==> config.mk <==
export PLATFORM = sky130hd
export DESIGN_NAME = mmu_accum_drain_flat
export DESIGN_NICKNAME = d
export VERILOG_FILES = /design/src/rtl/tpu_pkg.sv /design/src/rtl/mmu_accum_drain_if.sv /design/src/rtl/mmu_deskew.sv /design/src/rtl/mmu_accum_drain.sv /design/src/flat_wrapper.sv
export SDC_FILE = /design/constraint.sdc
export NUM_CORES = 2
export LEC_CHECK = 0
export ABC_AREA = 1
export CORE_ASPECT_RATIO = 0.9
export CORE_MARGIN = 2
export CORE_UTILIZATION = 55
export CTS_CLUSTER_DIAMETER = 150
export CTS_CLUSTER_SIZE = 40
export DETAILED_ROUTE_END_ITERATION = 8
export PLACE_DENSITY_LB_ADDON = 0.3
export RECOVER_POWER = 50
export SYNTH_ARGS = -nofsm -noshare
export SYNTH_HDL_FRONTEND = slang
export SYNTH_SLANG_ARGS = --single-unit
==> constraint.sdc <==
create_clock -name clk -period 50 [get_ports clk]
set_input_delay 12.5 -clock clk [delete_from_list [all_inputs] [get_ports clk]]
set_output_delay 12.5 -clock clk [all_outputs]
set_load 0.01 [all_outputs]
==> src/rtl/tpu_pkg.sv <==
// Shared definitions for the MMU output stage: accumulator width, drain FSM encoding
// and the signed saturating adder used by the accumulator write stage.
package tpu_pkg;

    localparam int ACC_W_DEF = 32;

    typedef enum logic [1:0] {
        IDLE    = 2'd0,
        READ    = 2'd1,
        PRESENT = 2'd2
    } drain_state_e;

    typedef struct packed {
        logic signed [63:0] sum;
        logic               sat;
    } sat_res_t;

    // Operands arrive sign-extended to 64 bits; w is the real width (<= 63) to clamp at.
    function automatic sat_res_t sat_add(input logic signed [63:0] a,
                                         input logic signed [63:0] b,
                                         input int unsigned        w);
        sat_res_t           r;
        logic signed [63:0] s;
        logic signed [63:0] lim_hi;
        logic signed [63:0] lim_lo;
        s      = a + b;
        lim_hi = (64'sd1 <<< (w - 32'd1)) - 64'sd1;
        lim_lo = -lim_hi - 64'sd1;
        if (s > lim_hi) begin
            r.sum = lim_hi;
            r.sat = 1'b1;
        end else if (s < lim_lo) begin
            r.sum = lim_lo;
            r.sat = 1'b1;
        end else begin
            r.sum = s;
            r.sat = 1'b0;
        end
        return r;
    endfunction

endpackage

==> src/rtl/mmu_accum_drain_if.sv <==
// Bundle of the MMU psum input, drain control, writeback stream and status signals.
interface mmu_accum_drain_if #(
    parameter int ACC_WIDTH = 32,
    parameter int DEPTH     = 8
);
    localparam int ADDR_W = $clog2(DEPTH);

    logic                 in_valid;
    logic [ADDR_W-1:0]    in_addr;
    logic                 in_accumulate;
    logic [ACC_WIDTH-1:0] acc0_in;
    logic [ACC_WIDTH-1:0] acc1_in;
    logic [ACC_WIDTH-1:0] acc2_in;
    logic                 drain_start;
    logic [ADDR_W-1:0]    drain_base;
    logic [ADDR_W:0]      drain_count;
    logic                 drain_clear;
    logic                 out_valid;
    logic                 out_ready;
    logic [ADDR_W-1:0]    out_addr;
    logic [ACC_WIDTH-1:0] out_data0;
    logic [ACC_WIDTH-1:0] out_data1;
    logic [ACC_WIDTH-1:0] out_data2;
    logic                 busy;
    logic                 sat_flag;
    logic                 hazard_flag;
    logic                 flags_clear;

    modport master (
        output in_valid, in_addr, in_accumulate, acc0_in, acc1_in, acc2_in,
               drain_start, drain_base, drain_count, drain_clear, out_ready, flags_clear,
        input  out_valid, out_addr, out_data0, out_data1, out_data2, busy, sat_flag, hazard_flag
    );

    modport slave (
        input  in_valid, in_addr, in_accumulate, acc0_in, acc1_in, acc2_in,
               drain_start, drain_base, drain_count, drain_clear, out_ready, flags_clear,
        output out_valid, out_addr, out_data0, out_data1, out_data2, busy, sat_flag, hazard_flag
    );

endinterface

==> src/rtl/mmu_deskew.sv <==
// Realigns the staggered MMU column outputs (col0 first) into one row vector; the write
// tag (valid/addr/accumulate) rides along with column 0.
module mmu_deskew
    import tpu_pkg::*;
#(
    parameter int ACC_WIDTH = ACC_W_DEF,
    parameter int ADDR_W    = 3
) (
    input  logic                 clk,
    input  logic                 rst,
    input  logic                 i_valid,
    input  logic [ADDR_W-1:0]    i_addr,
    input  logic                 i_accumulate,
    input  logic [ACC_WIDTH-1:0] i_acc0,
    input  logic [ACC_WIDTH-1:0] i_acc1,
    input  logic [ACC_WIDTH-1:0] i_acc2,
    output logic                 o_valid,
    output logic [ADDR_W-1:0]    o_addr,
    output logic                 o_accumulate,
    output logic [ACC_WIDTH-1:0] o_vec0,
    output logic [ACC_WIDTH-1:0] o_vec1,
    output logic [ACC_WIDTH-1:0] o_vec2,
    output logic                 o_busy
);

    logic [ACC_WIDTH-1:0] r_a0_d1;
    logic [ACC_WIDTH-1:0] r_a0_d2;
    logic [ACC_WIDTH-1:0] r_a1_d1;
    logic                 r_v_d1;
    logic                 r_v_d2;
    logic [ADDR_W-1:0]    r_addr_d1;
    logic [ADDR_W-1:0]    r_addr_d2;
    logic                 r_accm_d1;
    logic                 r_accm_d2;

    // Column delay lines and tag pipe; column 2 is already aligned and passes straight through.
    always_ff @(posedge clk or posedge rst) begin
        if (rst) begin
            r_a0_d1   <= '0;
            r_a0_d2   <= '0;
            r_a1_d1   <= '0;
            r_v_d1    <= 1'b0;
            r_v_d2    <= 1'b0;
            r_addr_d1 <= '0;
            r_addr_d2 <= '0;
            r_accm_d1 <= 1'b0;
            r_accm_d2 <= 1'b0;
        end else begin
            r_a0_d1   <= i_acc0;
            r_a0_d2   <= r_a0_d1;
            r_a1_d1   <= i_acc1;
            r_v_d1    <= i_valid;
            r_v_d2    <= r_v_d1;
            r_addr_d1 <= i_addr;
            r_addr_d2 <= r_addr_d1;
            r_accm_d1 <= i_accumulate;
            r_accm_d2 <= r_accm_d1;
        end
    end

    assign o_valid      = r_v_d2;
    assign o_addr       = r_addr_d2;
    assign o_accumulate = r_accm_d2;
    assign o_vec0       = r_a0_d2;
    assign o_vec1       = r_a1_d1;
    assign o_vec2       = i_acc2;
    assign o_busy       = r_v_d1 | r_v_d2;

endmodule

==> src/rtl/mmu_accum_drain.sv <==
// MMU output stage: de-skewed psum rows are accumulated into a small flop buffer and a
// drain FSM streams stored rows to writeback over valid/ready.
module mmu_accum_drain
    import tpu_pkg::*;
#(
    parameter  int ACC_WIDTH = ACC_W_DEF,
    parameter  int NCOL      = 3,
    parameter  int DEPTH     = 8,
    localparam int ADDR_W    = $clog2(DEPTH)
) (
    input  logic            clk,
    input  logic            rst,
    mmu_accum_drain_if.slave bus
);

    localparam logic [1:0] S_IDLE    = IDLE;
    localparam logic [1:0] S_READ    = READ;
    localparam logic [1:0] S_PRESENT = PRESENT;

    if (NCOL != 3) begin : g_ncol_chk
        $error("mmu_accum_drain: NCOL must be 3");
    end
    if ((DEPTH < 2) || ((DEPTH & (DEPTH - 1)) != 0)) begin : g_depth_chk
        $error("mmu_accum_drain: DEPTH must be a power of two >= 2");
    end

    logic                        w_wr_vld;
    logic [ADDR_W-1:0]           w_wr_addr;
    logic                        w_wr_acc;
    logic [ACC_WIDTH-1:0]        w_vec0;
    logic [ACC_WIDTH-1:0]        w_vec1;
    logic [ACC_WIDTH-1:0]        w_vec2;
    logic                        w_pipe_busy;
    logic signed [ACC_WIDTH-1:0] w_vec [NCOL];
    logic signed [ACC_WIDTH-1:0] w_new [NCOL];
    logic                        w_sat_any;
    sat_res_t                    w_res;
    logic [ADDR_W-1:0]           w_offset;
    logic                        w_in_window;
    logic                        w_hs;
    logic                        w_clr;

    logic signed [ACC_WIDTH-1:0] r_buf [DEPTH][NCOL];
    logic [1:0]                  r_state;
    logic [ADDR_W-1:0]           r_addr;
    logic [ADDR_W:0]             r_remaining;
    logic [ADDR_W-1:0]           r_out_addr;
    logic [ACC_WIDTH-1:0]        r_out_data [NCOL];
    logic                        r_sat_flag;
    logic                        r_hazard_flag;

    mmu_deskew #(
        .ACC_WIDTH (ACC_WIDTH),
        .ADDR_W    (ADDR_W)
    ) u_deskew (
        .clk          (clk),
        .rst          (rst),
        .i_valid      (bus.in_valid),
        .i_addr       (bus.in_addr),
        .i_accumulate (bus.in_accumulate),
        .i_acc0       (bus.acc0_in),
        .i_acc1       (bus.acc1_in),
        .i_acc2       (bus.acc2_in),
        .o_valid      (w_wr_vld),
        .o_addr       (w_wr_addr),
        .o_accumulate (w_wr_acc),
        .o_vec0       (w_vec0),
        .o_vec1       (w_vec1),
        .o_vec2       (w_vec2),
        .o_busy       (w_pipe_busy)
    );

    assign w_vec[0] = w_vec0;
    assign w_vec[1] = w_vec1;
    assign w_vec[2] = w_vec2;

    // Read-modify-write in one cycle: a back-to-back write to the same entry reads the value
    // committed at the previous edge, so no separate bypass is needed.
    always_comb begin
        w_sat_any = 1'b0;
        w_res     = '0;
        for (int c = 0; c < NCOL; c++) begin
            w_new[c] = w_vec[c];
            if (w_wr_acc) begin
                w_res    = sat_add(64'(r_buf[w_wr_addr][c]), 64'(w_vec[c]), int'(ACC_WIDTH));
                w_new[c] = w_res.sum[ACC_WIDTH-1:0];
                if (w_res.sat) begin
                    w_sat_any = 1'b1;
                end else begin
                    w_sat_any = w_sat_any;
                end
            end else begin
                w_new[c] = w_vec[c];
            end
        end
    end

    // Pending drain window is [r_addr, r_addr + r_remaining) modulo DEPTH.
    assign w_offset    = w_wr_addr - r_addr;
    assign w_in_window = (r_state != S_IDLE) && ({1'b0, w_offset} < r_remaining);
    assign w_hs        = (r_state == S_PRESENT) && bus.out_ready;
    assign w_clr       = w_hs && bus.drain_clear;

    // Accumulator buffer; a landing write takes priority over a drain clear of the same entry.
    always_ff @(posedge clk or posedge rst) begin
        if (rst) begin
            for (int i = 0; i < DEPTH; i++) begin
                for (int c = 0; c < NCOL; c++) begin
                    r_buf[i][c] <= '0;
                end
            end
        end else begin
            for (int i = 0; i < DEPTH; i++) begin
                if (w_wr_vld && (w_wr_addr == ADDR_W'(i))) begin
                    for (int c = 0; c < NCOL; c++) begin
                        r_buf[i][c] <= w_new[c];
                    end
                end else if (w_clr && (r_addr == ADDR_W'(i))) begin
                    for (int c = 0; c < NCOL; c++) begin
                        r_buf[i][c] <= '0;
                    end
                end
            end
        end
    end

    // Drain FSM: IDLE -> READ (registered fetch) -> PRESENT (hold until handshake).
    always_ff @(posedge clk or posedge rst) begin
        if (rst) begin
            r_state     <= S_IDLE;
            r_addr      <= '0;
            r_remaining <= '0;
            r_out_addr  <= '0;
            for (int c = 0; c < NCOL; c++) begin
                r_out_data[c] <= '0;
            end
        end else begin
            case (r_state)
                S_IDLE: begin
                    if (bus.drain_start && (bus.drain_count != '0)) begin
                        r_addr      <= bus.drain_base;
                        r_remaining <= bus.drain_count;
                        r_state     <= S_READ;
                    end
                end
                S_READ: begin
                    for (int c = 0; c < NCOL; c++) begin
                        r_out_data[c] <= r_buf[r_addr][c];
                    end
                    r_out_addr <= r_addr;
                    r_state    <= S_PRESENT;
                end
                S_PRESENT: begin
                    if (bus.out_ready) begin
                        r_remaining <= r_remaining - (ADDR_W + 1)'(1);
                        r_addr      <= r_addr + ADDR_W'(1);
                        r_state     <= (r_remaining == (ADDR_W + 1)'(1)) ? S_IDLE : S_READ;
                    end
                end
                default: begin
                    r_state <= S_IDLE;
                end
            endcase
        end
    end

    // Sticky status; a set in the same cycle as flags_clear wins.
    always_ff @(posedge clk or posedge rst) begin
        if (rst) begin
            r_sat_flag    <= 1'b0;
            r_hazard_flag <= 1'b0;
        end else begin
            if (w_wr_vld && w_wr_acc && w_sat_any) begin
                r_sat_flag <= 1'b1;
            end else if (bus.flags_clear) begin
                r_sat_flag <= 1'b0;
            end
            if (w_wr_vld && w_in_window) begin
                r_hazard_flag <= 1'b1;
            end else if (bus.flags_clear) begin
                r_hazard_flag <= 1'b0;
            end
        end
    end

    assign bus.out_valid   = (r_state == S_PRESENT);
    assign bus.out_addr    = r_out_addr;
    assign bus.out_data0   = r_out_data[0];
    assign bus.out_data1   = r_out_data[1];
    assign bus.out_data2   = r_out_data[2];
    assign bus.busy        = bus.in_valid | w_pipe_busy | (r_state != S_IDLE);
    assign bus.sat_flag    = r_sat_flag;
    assign bus.hazard_flag = r_hazard_flag;

endmodule

==> src/flat_wrapper.sv <==
// flat-port wrapper written by rule: the top's interface ports become plain ports
module mmu_accum_drain_flat import tpu_pkg::*;
#(
    parameter  int ACC_WIDTH = ACC_W_DEF,
    parameter  int NCOL      = 3,
    parameter  int DEPTH     = 8,
    localparam int ADDR_W    = $clog2(DEPTH)
)
  (clk, rst, bus_in_valid, bus_in_addr, bus_in_accumulate, bus_acc0_in, bus_acc1_in, bus_acc2_in, bus_drain_start, bus_drain_base, bus_drain_count, bus_drain_clear, bus_out_ready, bus_flags_clear, bus_out_valid, bus_out_addr, bus_out_data0, bus_out_data1, bus_out_data2, bus_busy, bus_sat_flag, bus_hazard_flag);
  mmu_accum_drain_if #(.ACC_WIDTH(ACC_WIDTH), .DEPTH(DEPTH)) bus_i ();
  input  logic clk;
  input  logic rst;
  input wire logic [$bits(bus_i.in_valid)-1:0] bus_in_valid;
  input wire logic [$bits(bus_i.in_addr)-1:0] bus_in_addr;
  input wire logic [$bits(bus_i.in_accumulate)-1:0] bus_in_accumulate;
  input wire logic [$bits(bus_i.acc0_in)-1:0] bus_acc0_in;
  input wire logic [$bits(bus_i.acc1_in)-1:0] bus_acc1_in;
  input wire logic [$bits(bus_i.acc2_in)-1:0] bus_acc2_in;
  input wire logic [$bits(bus_i.drain_start)-1:0] bus_drain_start;
  input wire logic [$bits(bus_i.drain_base)-1:0] bus_drain_base;
  input wire logic [$bits(bus_i.drain_count)-1:0] bus_drain_count;
  input wire logic [$bits(bus_i.drain_clear)-1:0] bus_drain_clear;
  input wire logic [$bits(bus_i.out_ready)-1:0] bus_out_ready;
  input wire logic [$bits(bus_i.flags_clear)-1:0] bus_flags_clear;
  output wire logic [$bits(bus_i.out_valid)-1:0] bus_out_valid;
  output wire logic [$bits(bus_i.out_addr)-1:0] bus_out_addr;
  output wire logic [$bits(bus_i.out_data0)-1:0] bus_out_data0;
  output wire logic [$bits(bus_i.out_data1)-1:0] bus_out_data1;
  output wire logic [$bits(bus_i.out_data2)-1:0] bus_out_data2;
  output wire logic [$bits(bus_i.busy)-1:0] bus_busy;
  output wire logic [$bits(bus_i.sat_flag)-1:0] bus_sat_flag;
  output wire logic [$bits(bus_i.hazard_flag)-1:0] bus_hazard_flag;
  assign bus_i.in_valid = bus_in_valid;
  assign bus_i.in_addr = bus_in_addr;
  assign bus_i.in_accumulate = bus_in_accumulate;
  assign bus_i.acc0_in = bus_acc0_in;
  assign bus_i.acc1_in = bus_acc1_in;
  assign bus_i.acc2_in = bus_acc2_in;
  assign bus_i.drain_start = bus_drain_start;
  assign bus_i.drain_base = bus_drain_base;
  assign bus_i.drain_count = bus_drain_count;
  assign bus_i.drain_clear = bus_drain_clear;
  assign bus_i.out_ready = bus_out_ready;
  assign bus_i.flags_clear = bus_flags_clear;
  assign bus_out_valid = bus_i.out_valid;
  assign bus_out_addr = bus_i.out_addr;
  assign bus_out_data0 = bus_i.out_data0;
  assign bus_out_data1 = bus_i.out_data1;
  assign bus_out_data2 = bus_i.out_data2;
  assign bus_busy = bus_i.busy;
  assign bus_sat_flag = bus_i.sat_flag;
  assign bus_hazard_flag = bus_i.hazard_flag;
  mmu_accum_drain #(.ACC_WIDTH(ACC_WIDTH), .NCOL(NCOL), .DEPTH(DEPTH)) u_core (.clk(clk), .rst(rst), .bus(bus_i));
endmodule
Yosys cells after proc, flatten, opt, wreduce, memory -nomap -nowiden
Cells that the tools add are included.
Storage, ports and cells
  register bits: 984
  latch bits: 0
  memory bits (writable): 0
  memory bits (read-only): 0
  input port bits: 114
  output and inout bits: 103
  logic and storage cells: 175
  memories: 0
Operators by class
  add/sub/neg operators: 6
  $mul: 0
  div/mod/pow operators: 0
  $lt $le $gt $ge: 9
  equal/unequal tests: 19
  shift operators: 0
  muxes and demuxes: 53
  bitwise operators: 5
  reductions and logical operators: 41
Operators by type and width (count)
  $mux W96: 20
  $bmux W96 S3: 2
  $mux W33: 9
  $add A32 B32 Y33: 3
  $gt A33 B32 Y1 const B: 3
  $lt A33 B32 Y1 const B: 3
  $mux W32: 3
  $eq A3 B3 Y1 const B: 8
  $reduce_bool A2 Y1: 12
  $logic_and A1 B1 Y1: 23
  $eq A3 B2 Y1 const B: 4
  $mux W1: 10
  $ge A4 B4 Y1 const B: 2
  $mux W4: 2
  $not A3 Y4: 2
  $pmux W4 S2: 1
  $eq A3 B1 Y1 const B: 2
  $logic_not A3 Y1: 2
  $mux W3: 2
  $pmux W2 S3: 1
  $pmux W3 S2: 1
  $eq A4 B1 Y1 const B: 1
  $lt A3 B4 Y1: 1
  $mux W2: 2
  other kinds (12): 14

Depth between registers and ports, before layout
  depth after elaboration: 17
  depth in mapped cells: 29
  gate-level depth less buffers: 26

Hierarchy
Synthesis repeated with hierarchy kept, for this count alone.
Second synthesis, totals
  cells, all modules: 7632
  area, all modules: 56095.0 um^2
Modules (own cells, without submodules)
  mmu_accum_drain: times used 1, cells each 7490, area an instance 53187.3 um^2, seq. area each 21971.1 um^2
  mmu_deskew: times used 1, cells each 142, area an instance 2907.8 um^2, seq. area each 2652.5 um^2

Worst setup path after synthesis
Ideal clock, no wire load.
  kind: input -> output
  from: input bus_in_valid
  to: output bus_busy
  data arrival time: 12720 ps
  data required time: 37500 ps
  slack: 24780 ps
  cell stages on the path: 2
  path buffers: 0
  path through: nor3_1 nand2_1
On the way
  cells in the longest elaborated chain, start to end: 2
RTL lines
  from (decl): RTL line flat_wrapper.sv:13  | input wire logic [$bits(bus_i.in_valid)-1:0] bus_in_valid;
  $or A1 B1 Y1 (2 in a row): RTL line mmu_accum_drain.sv:191  | assign bus.busy = bus.in_valid | w_pipe_busy | (r_state != S_IDLE);
  to (decl): RTL line flat_wrapper.sv:30  | output wire logic [$bits(bus_i.busy)-1:0] bus_busy;
No other way between the ends.

Final worst setup path
Same ends and word-level chain as after synthesis.

==> impl_results.html <==
<table>
<tr><th>Metric</th><th>Value</th></tr>
<tr><th colspan="2">Setup path</th></tr>
<tr><td>Largest delay contributor family on the critical path</td><td>buffers and inverters</td></tr>
<tr><td>Reg2Reg Launch Point</td><td>u_core.r_addr[1]</td></tr>
<tr><td>Delay contributed by the slowest stage of the critical path</td><td>between 500 and 600 ps</td></tr>
<tr><td>Worst Setup Start Kind</td><td>input port</td></tr>
<tr><td>Register-to-Register Setup Slack</td><td>between 30000 and 40000 ps</td></tr>
<tr><td>Worst Reg2Reg Path Length in Cells</td><td>7</td></tr>
<tr><td>Instance count on the critical path</td><td>4</td></tr>
<tr><td>Worst-path maximum fanout</td><td>2</td></tr>
<tr><td>Launching instance or port of the critical path</td><td>bus_in_valid</td></tr>
<tr><td>Critical Setup Path Class</td><td>in2out</td></tr>
<tr><td>Critical path destination</td><td>bus_busy</td></tr>
<tr><td>Crit. End Element</td><td>output port</td></tr>
<tr><td>WP data required</td><td>between 30000 and 40000 ps</td></tr>
<tr><td>Count of buffer and inverter cells on the critical path</td><td>2</td></tr>
<tr><td>Crit path DAT</td><td>between 10000 and 15000 ps</td></tr>
<tr><td>Cell with the largest stage delay on the worst path</td><td>dlygate4sd3_1</td></tr>
<tr><td>Ordered list of cells on the worst path</td><td>dlygate4sd3_1 &gt; nor3_1 &gt; nand2_1 &gt; clkdlybuf4s50_1</td></tr>
<tr><td>Destination of the worst register-to-register timing path</td><td>u_core.r_buf[639]</td></tr>
<tr><th colspan="2">STA</th></tr>
<tr><td>Fin. max-slew vios</td><td>around 1300</td></tr>
<tr><td>Setup repair after global routing missed its margin</td><td>no</td></tr>
<tr><td>Achievable clock frequency</td><td>approximately 0.038 GHz</td></tr>
<tr><td>Fin Clk Skew</td><td>a little over 50 ps</td></tr>
<tr><td>Post-layout minimum cycle time</td><td>between 20000 and 30000 ps</td></tr>
<tr><td>Tcrit/Tclk final</td><td>0.525</td></tr>
<tr><td>Final hold violations</td><td>0</td></tr>
<tr><td>Total negative slack</td><td>0 ps</td></tr>
<tr><td>Final number of setup-violating endpoints</td><td>0</td></tr>
<tr><td>Worst Tran Pin Value</td><td>7620 ps</td></tr>
<tr><td>Relative slew slack</td><td>-4.08</td></tr>
<tr><td>Hold_ws</td><td>358 ps</td></tr>
<tr><td>Setup slack of the critical path after layout</td><td>approximately 24000 ps</td></tr>
<tr><th colspan="2">Place</th></tr>
<tr><td>Post-detail-place hpwl</td><td>roughly 110000 µm</td></tr>
<tr><td>Routability congestion estimate from global placement</td><td>0.985</td></tr>
<tr><td>Placed Area</td><td>0.0591 mm²</td></tr>
<tr><td>Worst slack at placement</td><td>23860 ps</td></tr>
<tr><td>Number of I/O port buffers</td><td>~220</td></tr>
<tr><th colspan="2">Die</th></tr>
<tr><td>Vertical extent of the die</td><td>~310 µm</td></tr>
<tr><td>Top Ports</td><td>about 220</td></tr>
<tr><td>Core box area</td><td>0.102 mm²</td></tr>
<tr><td>Floorplan die width</td><td>~340 µm</td></tr>
<tr><td>Initial core utilization</td><td>0.556</td></tr>
<tr><td>Core Rows</td><td>roughly 110</td></tr>
<tr><td>Die footprint</td><td>roughly 0.11 mm²</td></tr>
<tr><th colspan="2">Detailed routing</th></tr>
<tr><td>Number of vias per cell</td><td>around 6.4</td></tr>
<tr><td>Total Routed Length</td><td>199000 µm</td></tr>
<tr><td>Total number of vias</td><td>55668</td></tr>
<tr><td>Number of optimization iterations in the first detailed-route pass</td><td>6</td></tr>
<tr><td>DRT antenna net count</td><td>0</td></tr>
<tr><td>Initial detailed-routing violation count</td><td>just over 8000</td></tr>
<tr><td>DRC</td><td>0</td></tr>
<tr><td>Post-DR wirelength/cell</td><td>between 20 and 25 µm</td></tr>
<tr><th colspan="2">Pwr</th></tr>
<tr><td>Total power per unit cell area</td><td>between 50 and 60 mW/mm²</td></tr>
<tr><td>Leakage Power</td><td>just under 30 nW</td></tr>
<tr><td>Max rail drop VDD</td><td>~0.000046 V</td></tr>
<tr><th colspan="2">Clock network</th></tr>
<tr><td># clock sinks</td><td>around 980</td></tr>
<tr><td>Root Buffer</td><td>clkbuf_16</td></tr>
<tr><td>Clock transition at the register clock pins on the worst setup and hold paths after CTS</td><td>150 ps</td></tr>
<tr><td>Number of H-tree levels</td><td>1</td></tr>
<tr><td>Buffer depth of the longest clock path</td><td>3</td></tr>
<tr><td>Setup repair bufs after CTS</td><td>0</td></tr>
<tr><td>Total CTS buffers</td><td>28</td></tr>
<tr><td>Post-CTS Hold Fix Bufs</td><td>0</td></tr>
<tr><td>Post_cts resized</td><td>0</td></tr>
<tr><td>Clock latency on the worst-skew pair</td><td>approximately 730 ps</td></tr>
<tr><td>Clock tree from TritonCTS</td><td>done</td></tr>
<tr><th colspan="2">Cells and area</th></tr>
<tr><td>Leading cell type in the layout, fill and taps excluded</td><td>nand2_1</td></tr>
<tr><td>Net total in the final layout</td><td>between 7000 and 8000</td></tr>
<tr><td>Post-route cell area</td><td>about 0.060 mm²</td></tr>
<tr><td>Fraction of final layout cells sized beyond drive strength 1</td><td>0.0634</td></tr>
<tr><td>Filler Cells Inserted</td><td>9367</td></tr>
<tr><td>Most used cells in the layout excluding fill and tap cells</td><td>nand2_1 (2699), dfrtp_1 (981), nand3_1 (846)</td></tr>
<tr><td>Syn-to-layout area delta</td><td>5.46%</td></tr>
<tr><th colspan="2">Job</th></tr>
<tr><td>Max capacitance violation total</td><td>25</td></tr>
<tr><th colspan="2">Yosys</th></tr>
<tr><td>Synthesis Warnings</td><td>0</td></tr>
<tr><td>Multiplexer share of the synthesized area</td><td>0</td></tr>
<tr><td>Post-synthesis sequential element count</td><td>between 900 and 1000</td></tr>
<tr><td>Synthesized area</td><td>~0.057 mm²</td></tr>
<tr><td>Fraction of the mapped netlist area in compound gates</td><td>0.123</td></tr>
<tr><td>Synth cell types</td><td>just over 50</td></tr>
<tr><td>Dominant synthesized flop cell</td><td>dfrtp_1</td></tr>
<tr><td>Sequential cell area fraction in the yosys report</td><td>0.435</td></tr>
<tr><td>Mapped Nets</td><td>7834</td></tr>
<tr><td>Area share of and/or/nand/nor cells after synthesis</td><td>0.352</td></tr>
<tr><td>Async set or reset register ratio after synthesis</td><td>1.00</td></tr>
<tr><td>Xor-xnor portion of the synthesized cell area</td><td>0.00928</td></tr>
<tr><td>Combinational family with the most area after synthesis</td><td>simple AND/OR/NAND/NOR gates</td></tr>
<tr><td>Syn_area_per_cell</td><td>about 7.4 µm²</td></tr>
<tr><td>Gate count after technology mapping</td><td>between 7000 and 8000</td></tr>
<tr><td>Number of flops mapped to enable cells by yosys</td><td>0</td></tr>
<tr><td>Adder and majority gate portion of the synthesized area</td><td>0.0251</td></tr>
<tr><th colspan="2">GRT</th></tr>
<tr><td>Via count of the first global-routing pass</td><td>between 50000 and 60000</td></tr>
<tr><td>Wire length of the first global-routing pass</td><td>approximately 310000 µm</td></tr>
<tr><td>Initial antenna violation count</td><td>2</td></tr>
<tr><td>Residual overflow from global routing</td><td>0</td></tr>
<tr><td>Global Route Usage Sum</td><td>0.370</td></tr>
<tr><td>Pin count of the biggest net entering global routing</td><td>approximately 150</td></tr>
<tr><th colspan="2">Hold path</th></tr>
<tr><td>Launch point of the worst hold path</td><td>u_core.u_deskew.r_a0_d1[2]</td></tr>
<tr><td>Hold WC Path Type</td><td>reg2reg</td></tr>
<tr><th colspan="2">Outcome</th></tr>
<tr><td>Violations in the final reports</td><td>max-capacitance violations, max-slew violations</td></tr>
<tr><td>Outcome</td><td>finished, violations left</td></tr>
</table>
## cells in the mapped netlist (all sizes together) (12+ instances only)
master,n,share of area
nand4,52,0.0057
o21ai,451,0.040
nand3,945,0.092
nand2,2816,0.20
nand3b,19,0.0025
clkbuf,359,0.024
dfrtp,984,0.43
ha,107,0.024
a221oi,50,0.0077
a22oi,157,0.021
a31oi,52,0.0057
inv,223,0.015
a21oi,182,0.017
nor2,569,0.038
buf,184,0.016
or2,99,0.011
o22ai,186,0.021
nor3,17,0.0015
xnor2,12,0.0019
o21bai,27,0.0036
a32oi,23,0.0036
xor2,48,0.0074
## layout make-up
type / count / area, µm² / area share
sequential: 984 / 24600 / 0.412
inverter: 229 / 876 / 0.0147
antenna: 1 / 2.50 / 0.0000419
tap: 1356 / 1700 / 0.0284
clock inverter: 1 / 16.3 / 0.000272
clock buffer: 30 / 729 / 0.0122
timing repair buffer: 301 / 2750 / 0.0461
multi-input combinational: 5853 / 29000 / 0.486
## routing by layer
layer	track usage	vias to the layer above	wire, µm
li1	-	24724	-
met1	0.502	26180	75800
met2	0.563	3988	86800
met3	0.0795	772	26000
met4	0.178	4	10300
met5	0	-	26
## registers in the layout, indices dropped and copies added, names as in the netlist, 2 cells and up
signal and cells:
u_core.u_deskew.r_a0_d1 32, u_core.r_state 2, u_core.u_deskew.o_vec1 32, u_core.r_addr 3
u_core.u_deskew.r_addr_d1 3, u_core.r_remaining 4, u_core.u_deskew.o_vec0 32, u_core.r_buf 768
u_core.u_deskew.o_addr 3, u_core.bus.out_data2 32, u_core.bus.out_data0 32, u_core.bus.out_addr 3
u_core.bus.out_data1 32
## worst min path at each step
stage                                   endpoint  slack, ps  depth (start not counted)
floorplan           u_core.u_deskew.o_accumulate        330                          0
global placement      u_core.u_deskew.o_vec0[16]        330                          0
detailed placement    u_core.u_deskew.o_vec0[13]        330                          0
CTS                   u_core.u_deskew.o_vec0[13]        370                          0
global route          u_core.u_deskew.o_vec0[27]        370                          0
finish                 u_core.u_deskew.o_vec0[2]        360                          0
## cells by family after synthesis
family                     after synthesis
DFF                                    984
buffers and inverters                  772
and+or+nand+nor                       4523
adders and majority gates              111
AOI/OAI and AO/OA                     1159
xor gates and xnor gates                60
## stage by stage
step	cells	util	power (mW)
floorplan	7609	-	2.42
global placement	8723	0.580	2.87
detailed placement	8723	0.580	2.91
CTS	8754	0.587	3.26
global route	8754	0.586	3.53
finish	8755	0.586	3.30
## report_power, final
group / leakage (nW) / switching (mW) / total (mW) / internal [mW]
clock network: 0.366 / 0.249 / 0.355 / 0.106
logic: 16.7 / 1.02 / 1.58 / 0.557
registers: 12.0 / 0.272 / 1.37 / 1.10
total: 29.1 / 1.54 / 3.30 / 1.76
Power figures use the tool's default switching activity.
